===== src/rtl/debounce_pkg.sv =====
// ============================================================================
// Module      : debounce_pkg
// Description : Shared state encoding and helpers for the debounce channels.
// Revision    : 1.0 - initial release
// ============================================================================
`default_nettype none

package debounce_pkg;

    localparam logic [1:0] ST_STABLE_LO = 2'b00;
    localparam logic [1:0] ST_PEND_HI   = 2'b01;
    localparam logic [1:0] ST_STABLE_HI = 2'b11;
    localparam logic [1:0] ST_PEND_LO   = 2'b10;

    localparam int MIN_DEB_CYCLES  = 2;
    localparam int MIN_SYNC_STAGES = 2;
    localparam int MAX_SYNC_STAGES = 4;

    typedef enum logic [1:0] {
        STABLE_LO = ST_STABLE_LO,
        PEND_HI   = ST_PEND_HI,
        STABLE_HI = ST_STABLE_HI,
        PEND_LO   = ST_PEND_LO
    } deb_state_e;

    // Resting state that corresponds to a given debounced level.
    function automatic deb_state_e idle_state(input logic level);
        return level ? STABLE_HI : STABLE_LO;
    endfunction

endpackage

`default_nettype wire


===== src/rtl/debounce_ch.sv =====
// ============================================================================
// Module      : debounce_ch
// Description : One channel: input synchroniser, debounce FSM and counter.
// Revision    : 1.0 - initial release
// ============================================================================
`default_nettype none

module debounce_ch
    import debounce_pkg::*;
#(
    parameter int   DEB_CYCLES  = 4,
    parameter int   SYNC_STAGES = 2,
    parameter logic INIT_VAL    = 1'b0
) (
    input  logic clk,
    input  logic rst,
    input  logic signal_i,
    output logic signal_o,
    output logic rise_o,
    output logic fall_o
);

    localparam int            CW      = $clog2(DEB_CYCLES);
    localparam logic [CW-1:0] CNT_MAX = CW'(DEB_CYCLES - 1);

    logic [SYNC_STAGES-1:0] sync_q;
    logic                   sample;

    deb_state_e    state_q;
    deb_state_e    state_n;
    logic [CW-1:0] cnt_q;
    logic [CW-1:0] cnt_n;
    logic          level_q;
    logic          level_n;
    logic          rise_q;
    logic          rise_n;
    logic          fall_q;
    logic          fall_n;

    always_ff @(posedge clk or posedge rst) begin
        if (rst) begin
            sync_q <= {SYNC_STAGES{INIT_VAL}};
        end else begin
            sync_q <= {sync_q[SYNC_STAGES-2:0], signal_i};
        end
    end

    assign sample = sync_q[SYNC_STAGES-1];

    always_ff @(posedge clk or posedge rst) begin
        if (rst) begin
            state_q <= idle_state(INIT_VAL);
            cnt_q   <= '0;
            level_q <= INIT_VAL;
            rise_q  <= 1'b0;
            fall_q  <= 1'b0;
        end else begin
            state_q <= state_n;
            cnt_q   <= cnt_n;
            level_q <= level_n;
            rise_q  <= rise_n;
            fall_q  <= fall_n;
        end
    end

    // The counter is only advanced while pending and is cleared on every
    // exit from a pending state, so it stops at CNT_MAX and never wraps.
    always_comb begin
        state_n = state_q;
        cnt_n   = cnt_q;
        level_n = level_q;
        rise_n  = 1'b0;
        fall_n  = 1'b0;
        case (state_q)
            STABLE_LO: begin
                if (sample) begin
                    state_n = PEND_HI;
                    cnt_n   = '0;
                end
            end
            PEND_HI: begin
                if (!sample) begin
                    state_n = STABLE_LO;
                    cnt_n   = '0;
                end else if (cnt_q == CNT_MAX) begin
                    state_n = STABLE_HI;
                    cnt_n   = '0;
                    level_n = 1'b1;
                    rise_n  = 1'b1;
                end else begin
                    cnt_n = cnt_q + CW'(1);
                end
            end
            STABLE_HI: begin
                if (!sample) begin
                    state_n = PEND_LO;
                    cnt_n   = '0;
                end
            end
            PEND_LO: begin
                if (sample) begin
                    state_n = STABLE_HI;
                    cnt_n   = '0;
                end else if (cnt_q == CNT_MAX) begin
                    state_n = STABLE_LO;
                    cnt_n   = '0;
                    level_n = 1'b0;
                    fall_n  = 1'b1;
                end else begin
                    cnt_n = cnt_q + CW'(1);
                end
            end
            default: begin
                state_n = idle_state(level_q);
                cnt_n   = '0;
            end
        endcase
    end

    assign signal_o = level_q;
    assign rise_o   = rise_q;
    assign fall_o   = fall_q;

endmodule

`default_nettype wire


===== src/rtl/debounce_array.sv =====
// ============================================================================
// Module      : debounce_array
// Description : N_CH independent debounced inputs with edge pulses.
// Revision    : 1.0 - initial release
// ============================================================================
`default_nettype none

module debounce_array
    import debounce_pkg::*;
#(
    parameter int              N_CH        = 4,
    parameter int              CLK_FREQ    = 100_000_000,
    parameter int              DEB_HZ      = 1000,
    parameter int              SYNC_STAGES = 2,
    parameter logic [N_CH-1:0] INIT_VAL    = {N_CH{1'b0}}
) (
    input  logic            clk,
    input  logic            rst,
    input  logic [N_CH-1:0] signal_i,
    output logic [N_CH-1:0] signal_o,
    output logic [N_CH-1:0] rise_o,
    output logic [N_CH-1:0] fall_o,
    output logic            any_edge_o
);

    localparam int DEB_CYCLES = CLK_FREQ / DEB_HZ;

    for (genvar i = 0; i < N_CH; i++) begin : g_ch
        debounce_ch #(
            .DEB_CYCLES  (DEB_CYCLES),
            .SYNC_STAGES (SYNC_STAGES),
            .INIT_VAL    (INIT_VAL[i])
        ) u_ch (
            .clk      (clk),
            .rst      (rst),
            .signal_i (signal_i[i]),
            .signal_o (signal_o[i]),
            .rise_o   (rise_o[i]),
            .fall_o   (fall_o[i])
        );
    end

    // Pulses are already registered per channel; this OR adds no latency.
    assign any_edge_o = |(rise_o | fall_o);

endmodule

`default_nettype wire


===== config.mk =====
export PLATFORM = sky130hd
export DESIGN_NAME = debounce_array
export DESIGN_NICKNAME = d
export VERILOG_FILES = /design/src/rtl/debounce_pkg.sv /design/src/rtl/debounce_ch.sv /design/src/rtl/debounce_array.sv
export SDC_FILE = /design/constraint.sdc
export NUM_CORES = 1
export LEC_CHECK = 0
export ABC_AREA = 1
export ABC_CLOCK_PERIOD_IN_PS = 4600
export BUFFER_PORTS_ARGS = -buffer_cell sky130_fd_sc_hd__buf_2
export CAP_MARGIN = 40
export CORE_ASPECT_RATIO = 0.6
export CORE_MARGIN = 2
export CORE_UTILIZATION = 30
export CTS_CLUSTER_DIAMETER = 50
export CTS_CLUSTER_SIZE = 12
export DETAILED_ROUTE_END_ITERATION = 10
export SLEW_MARGIN = 20
export SYNTH_ARGS = -nofsm -noshare
export SYNTH_HDL_FRONTEND = slang
export SYNTH_HIERARCHICAL = 1
export SYNTH_SLANG_ARGS = --single-unit

===== constraint.sdc =====
create_clock -name clk -period 4.6 [get_ports clk]
set_input_delay 0 -clock clk [delete_from_list [all_inputs] [get_ports clk]]
set_output_delay 0 -clock clk [all_outputs]
set_load 0.03 [all_outputs]

# [Yosys cells after proc, flatten, opt, wreduce, memory -nomap -nowiden]
# Cells that the tools add are included.
[op_classes] reduce_logical=21 addsub=4 eq_ne=48 mux=92 bitwise=1
[op_table] operator="$mux W17" count=20
[op_table] operator="$pmux W17 S4" count=4
[op_table] operator="$add A17 B1 Y17 const B" count=4
[op_table] operator="$eq A17 B17 Y1 const B" count=4
[op_table] operator="$mux W2" count=24
[op_table] operator="$mux W1" count=36
[op_table] operator="$ne A2 B1 Y1 const B" count=16
[op_table] operator="$pmux W2 S4" count=4
[op_table] operator="$reduce_and A5 Y1" count=4
[op_table] operator="$eq A2 B2 Y1 const B" count=8
[op_table] operator="$ne A2 B2 Y1 const B" count=8
[op_table] operator="$reduce_and A4 Y1" count=4
[op_table] operator="$ne A3 B1 Y1 const B" count=4
[op_table] operator="$ne A3 B3 Y1 const B" count=4
[op_table] operator="$eq A2 B1 Y1 const B" count=4
[op_table] operator="$logic_not A2 Y1" count=4
[op_table] operator="$pmux W1 S2" count=4
[op_table] operator="$reduce_and A2 Y1" count=4
[op_table] operator="$reduce_bool A2 Y1" count=4
[op_table] operator="$or A4 B4 Y4" count=1
[op_table] operator="$reduce_or A4 Y1" count=1
[word_totals] inputBits=6 reg_bits=96 out_inout_bits=13 word_cells=190

# [Depth between registers and ports, before layout]
[depth] ltp_word=4 ltp_mapped=11

# [Modules after synthesis]
# Netlist, hierarchy kept.
[by_module_without_submodules] mod="debounce_ch (g_ch[1].u_ch ...)" cells_per_inst=209 instances=2 area_each_um2=1480.2
[by_module_without_submodules] mod="debounce_ch (g_ch[3].u_ch)" cells_per_inst=208 instances=1 area_each_um2=1527.7
[by_module_without_submodules] mod="debounce_ch (g_ch[0].u_ch)" cells_per_inst=207 instances=1 area_each_um2=1475.2
[by_module_without_submodules] mod="debounce_array" cells_per_inst=15 instances=1 area_each_um2=56.3

# [Worst setup path after synthesis]
# No wires, ideal clock.
[synth_path] kind="register -> register" startpoint="register g_ch[3].u_ch.state_q[0]" endpoint="register g_ch[3].u_ch.cnt_q[6]" path_slack_ps=3048 stages_incl_launch_ff=8 arrival_ps=1431 required_time_ps=4480 n_path_buf=0 synth_period_minus_slack_ps=1552 cell_sequence="dfrtp_1 > inv_1 > ha_1 > o21ai_2 > inv_6 > nor2_4 > xor2_1 > nor2_2"
[synth_via] elab_chain_cells=3 elab_cells_between_ends=8
[synth_lines] item="from (decl)" line_no="debounce_ch.sv:29" rtl="deb_state_e state_q;"
[synth_lines] item="from (signal assigned)" line_no="debounce_ch.sv:52" rtl="state_q <= idle_state(INIT_VAL);"
[synth_lines] item="from (signal assigned)" line_no="debounce_ch.sv:58" rtl="state_q <= state_n;"
[synth_lines] item="$eq A2 B2 Y1 / $logic_not A2 Y1 (equally long branches)" line_no="debounce_ch.sv:74" rtl="case (state_q)"
[synth_lines] item="$ne A2 B2 Y1 (no source line) / $ne A2 B1 Y1 (equally long branches)"
[synth_lines] item="$reduce_and A2 Y1 (no source line)"
[synth_lines] item="to (signal assigned)" line_no="debounce_ch.sv:59" rtl="cnt_q <= cnt_n;"
[synth_lines] item="to (decl)" line_no="debounce_ch.sv:31" rtl="logic [CW-1:0] cnt_q;"
# Several ways; a longest one is shown, not always the timed one.
# A chain may end at the register's enable or synchronous reset.

# [Final worst setup path]
# Same ends and word-level chain as after synthesis.

==> impl_metrics.csv <==
group,metric,value,unit
detailed_routing,ant_nets,0,
place,gp_congestion,0.869,
clocking,insertion_delay,0.35,ns
worst_hold_path,hold_path.class,"in -> async",
cells_and_area,mostFrequentLayoutCells,"nand2_1, nor2_1, inv_1, dfrtp_1, nand3_1",
sta,worst_slew_pin_slew,0.723,ns
logic_synthesis,ys_types,30,
sta,finalCriticalPeriod,1.99,ns
detailed_routing,dr.max_layer_used,"met4",
run_status,status,"complete, no violations",
cells_and_area,drive_gt1_share,12.5,%
place,pre_cts_ws,2.61,ns
die,die_h,114,um
detailed_routing,drc,0,
die,die_width,187,um
sta,hold_slack,0.231,ns
clocking,cts_max_path_buffers,2,
logic_synthesis,synth_cells,848,
worst_setup_path,critical_path.top_delay_family,"compound AO/OA/AOI/OAI gates",
logic_synthesis,ys_seq_area_share,39.9,%
die,io_pins,19,
worst_setup_path,crit_required,4.84,ns
detailed_routing,drtPass1Iterations,5,
worst_setup_path,crit_slowest_cell,"o21ai_2",
sta,final.setup_skew,0.00778,ns
detailed_routing,wl_met2,5.12,mm
sta,setup_violations,0,
sta,rsz0062_at_grt,"false",
sta,finalHoldViolCount,0,
sta,timing.final.crit_share,43.3,%
worst_setup_path,cp_max_fo,15,
clocking,cts.sinks,96,
logic_synthesis,synth_top_area_share,39.9,%
clocking,post_cts_buffers,0,
clocking,cts_tree,"yes",
global_route,grt_max_degree,18,
die,fp.coreArea,19800,sq um
pwr,p_per_area,372,nW/um^2
detailed_routing,met3_length,781,um
sta,fmax,502,MHz
die,start_util,30.4,%
sta,slew_headroom,51.8,%
cells_and_area,finish.net_count,904,
logic_synthesis,synth_top_area_cell,"dfrtp_1",
sta,drv_slew,0,
worst_setup_path,worstPathArrival,2.23,ns
global_route,antenna_found_initial,0,
clocking,root_buffer,"clkbuf_16",
global_route,grtUsageTotal,13.5,%
worst_setup_path,startpoint_type,"flop",
sta,setup_tns,0,ns
pwr,peakVddDrop,0.171,mV
logic_synthesis,ys_top_cells_by_area,"dfrtp_1, nand2_1, nor2_1",
die,fp.dieArea,21300,sq um
worst_setup_path,cp-end-kind,"flop",
cells_and_area,num_antenna_cells,0,
clocking,cts_resized,0,
detailed_routing,wire_per_inst,11.6,um
worst_setup_path,crit_buf_inv,2,
detailed_routing,via_count,5257,
global_route,grt.overflow.total,0,
cells_and_area,area_growth,12.5,%
worst_setup_path,worstSetupPathType,"reg -> reg",
sta,layout_setup_ws,2.61,ns
pwr,p_leak,3.22,nW
global_route,grt_pass1_vias,4759,
worst_setup_path,slowest_delay,0.60,ns
job,drv_cap,0,
logic_synthesis,ys_seq_elements,96,
clocking,clkTransAtPathRegs,0.07,ns
worst_setup_path,crit_chain,"inv_1, ha_1, o21ai_2, inv_6, nor2_4, xor2_1, nor2_2",
logic_synthesis,syn_nets,874,
detailed_routing,routed_wl,13.5,mm
clocking,cts_buffers,9,
detailed_routing,drt_iter0_markers,422,
logic_synthesis,syn_area,6020,sq um
cells_and_area,n_fill_cell,2084,
place,portBuffers,18,
global_route,grt_first_pass_wirelength,23.4,mm
cells_and_area,layout_commonest_cell,"nand2_1",
clocking,cts_max_level,3,
logic_synthesis,syn_avg_cell_area,7.10,sq um
logic_synthesis,synth-warning-count,6,
detailed_routing,wl_met1,7.42,mm
place,place_hpwl,10.4,mm
detailed_routing,routed_via_density,4.55,
die,rows,40,
-- final cells by class --
class                   count  area, sq um  share of cell area [%]
flip-flops and latches     96         2400                    35.5
clock buffers               9          225                    3.33
multi-input cells         613         3030                    44.7
inverters                 131          497                    7.34
clock inverters             7         52.6                   0.776
well taps                 273          342                    5.04
repair buffers             27          225                    3.33
-- flip-flops by register name, indices dropped and copies added (netlist names) --
name / flops
g_ch.u_ch/cnt_q: 68
g_ch.u_ch/fall_o: 4
g_ch.u_ch/state_q: 8
g_ch.u_ch/rise_o: 4
g_ch.u_ch/signal_o: 4
g_ch.u_ch/sync_q: 8
-- power breakdown --
| part | total [W] | leakage [nW] | internal (W) | switching (W) |
|---|---|---|---|---|
| Clock | 0.000724 | 0.137 | 0.000372 | 0.000352 |
| Combinational | 0.000829 | 1.78 | 0.000251 | 0.000578 |
| Sequential | 0.000965 | 1.31 | 0.000904 | 0.0000607 |
| Total | 0.00252 | 3.22 | 0.00153 | 0.000990 |
-- cells by family after synthesis --
family	Yosys count	synth area share (%)
compound gates	44	4.36
buf+inv	139	9.79
simple gates	541	40.6
xor+xnor	8	1.16
flops	96	39.9
fa+ha+maj	20	4.16
-- metal layers --
metal	track usage [%]	vias to the layer above
met5	0	-
met4	3.49	0
met3	2.95	12
met2	18.2	141
met1	21.3	2397
li1	-	2707
-- through the flow --
| step | cells | total power, W | cell area [sq um] | utilization, % |
|---|---|---|---|---|
| 2_1_floorplan | 848 | 0.00169 | 6020 | - |
| 3_3_place_gp | 1131 | 0.00180 | 6360 | 32.1 |
| 3_5_place_dp | 1135 | 0.00181 | 6440 | 32.5 |
| 4_1_cts | 1156 | 0.00255 | 6770 | 34.2 |
| 5_1_grt | 1156 | 0.00271 | 6770 | 34.2 |
| 6_report | 1156 | 0.00252 | 6770 | 34.2 |
-- final timing paths --
check / start / endpoint / slack, ns / cells after the start
max reg2reg: g_ch[3].u_ch/state_q[0] / g_ch[3].u_ch/cnt_q[6] / 2.61 / 7
max: g_ch[3].u_ch/state_q[0] / g_ch[3].u_ch/cnt_q[6] / 2.61 / 7
min reg2reg: g_ch[2].u_ch/sync_q[0] / g_ch[2].u_ch/sync_q[1] / 0.36 / 0
min in group clk: signal_i[0] / g_ch[0].u_ch/sync_q[0] / 0.29 / 2
min: rst / g_ch[1].u_ch/cnt_q[3] / 0.23 / 3
max in group asynchronous: rst / g_ch[3].u_ch/cnt_q[0] / 3.81 / 4
-- what timing repair did --
action                                  CTS  global route
endpoints found under the hold margin    45             0
hold buffers                              5             0
endpoints found under the setup margin    0             0
-- worst reg2reg max path, delay by kind of cell, from the launching register on --
kind | cells | cell delay (ns)
compound gates | 1 | 0.60
buf+inv | 2 | 0.21
simple gates | 2 | 0.23
flops | 1 | 0.40
fa+ha+maj | 1 | 0.24
xor+xnor | 1 | 0.21
-- synthesized netlist by cell type (all sizes together) --
master / instances
inv: 131
nand2: 250
xor2: 8
o21bai: 3
nand4: 27
o31ai: 4
nor3: 21
or2: 4
buf: 8
nand3b: 3
o22ai: 4
ha: 20
nor2: 159
nand3: 77
dfrtp: 96
a21oi: 4
o21ai: 29
No activity file was read; power rests on OpenSTA's default activity.
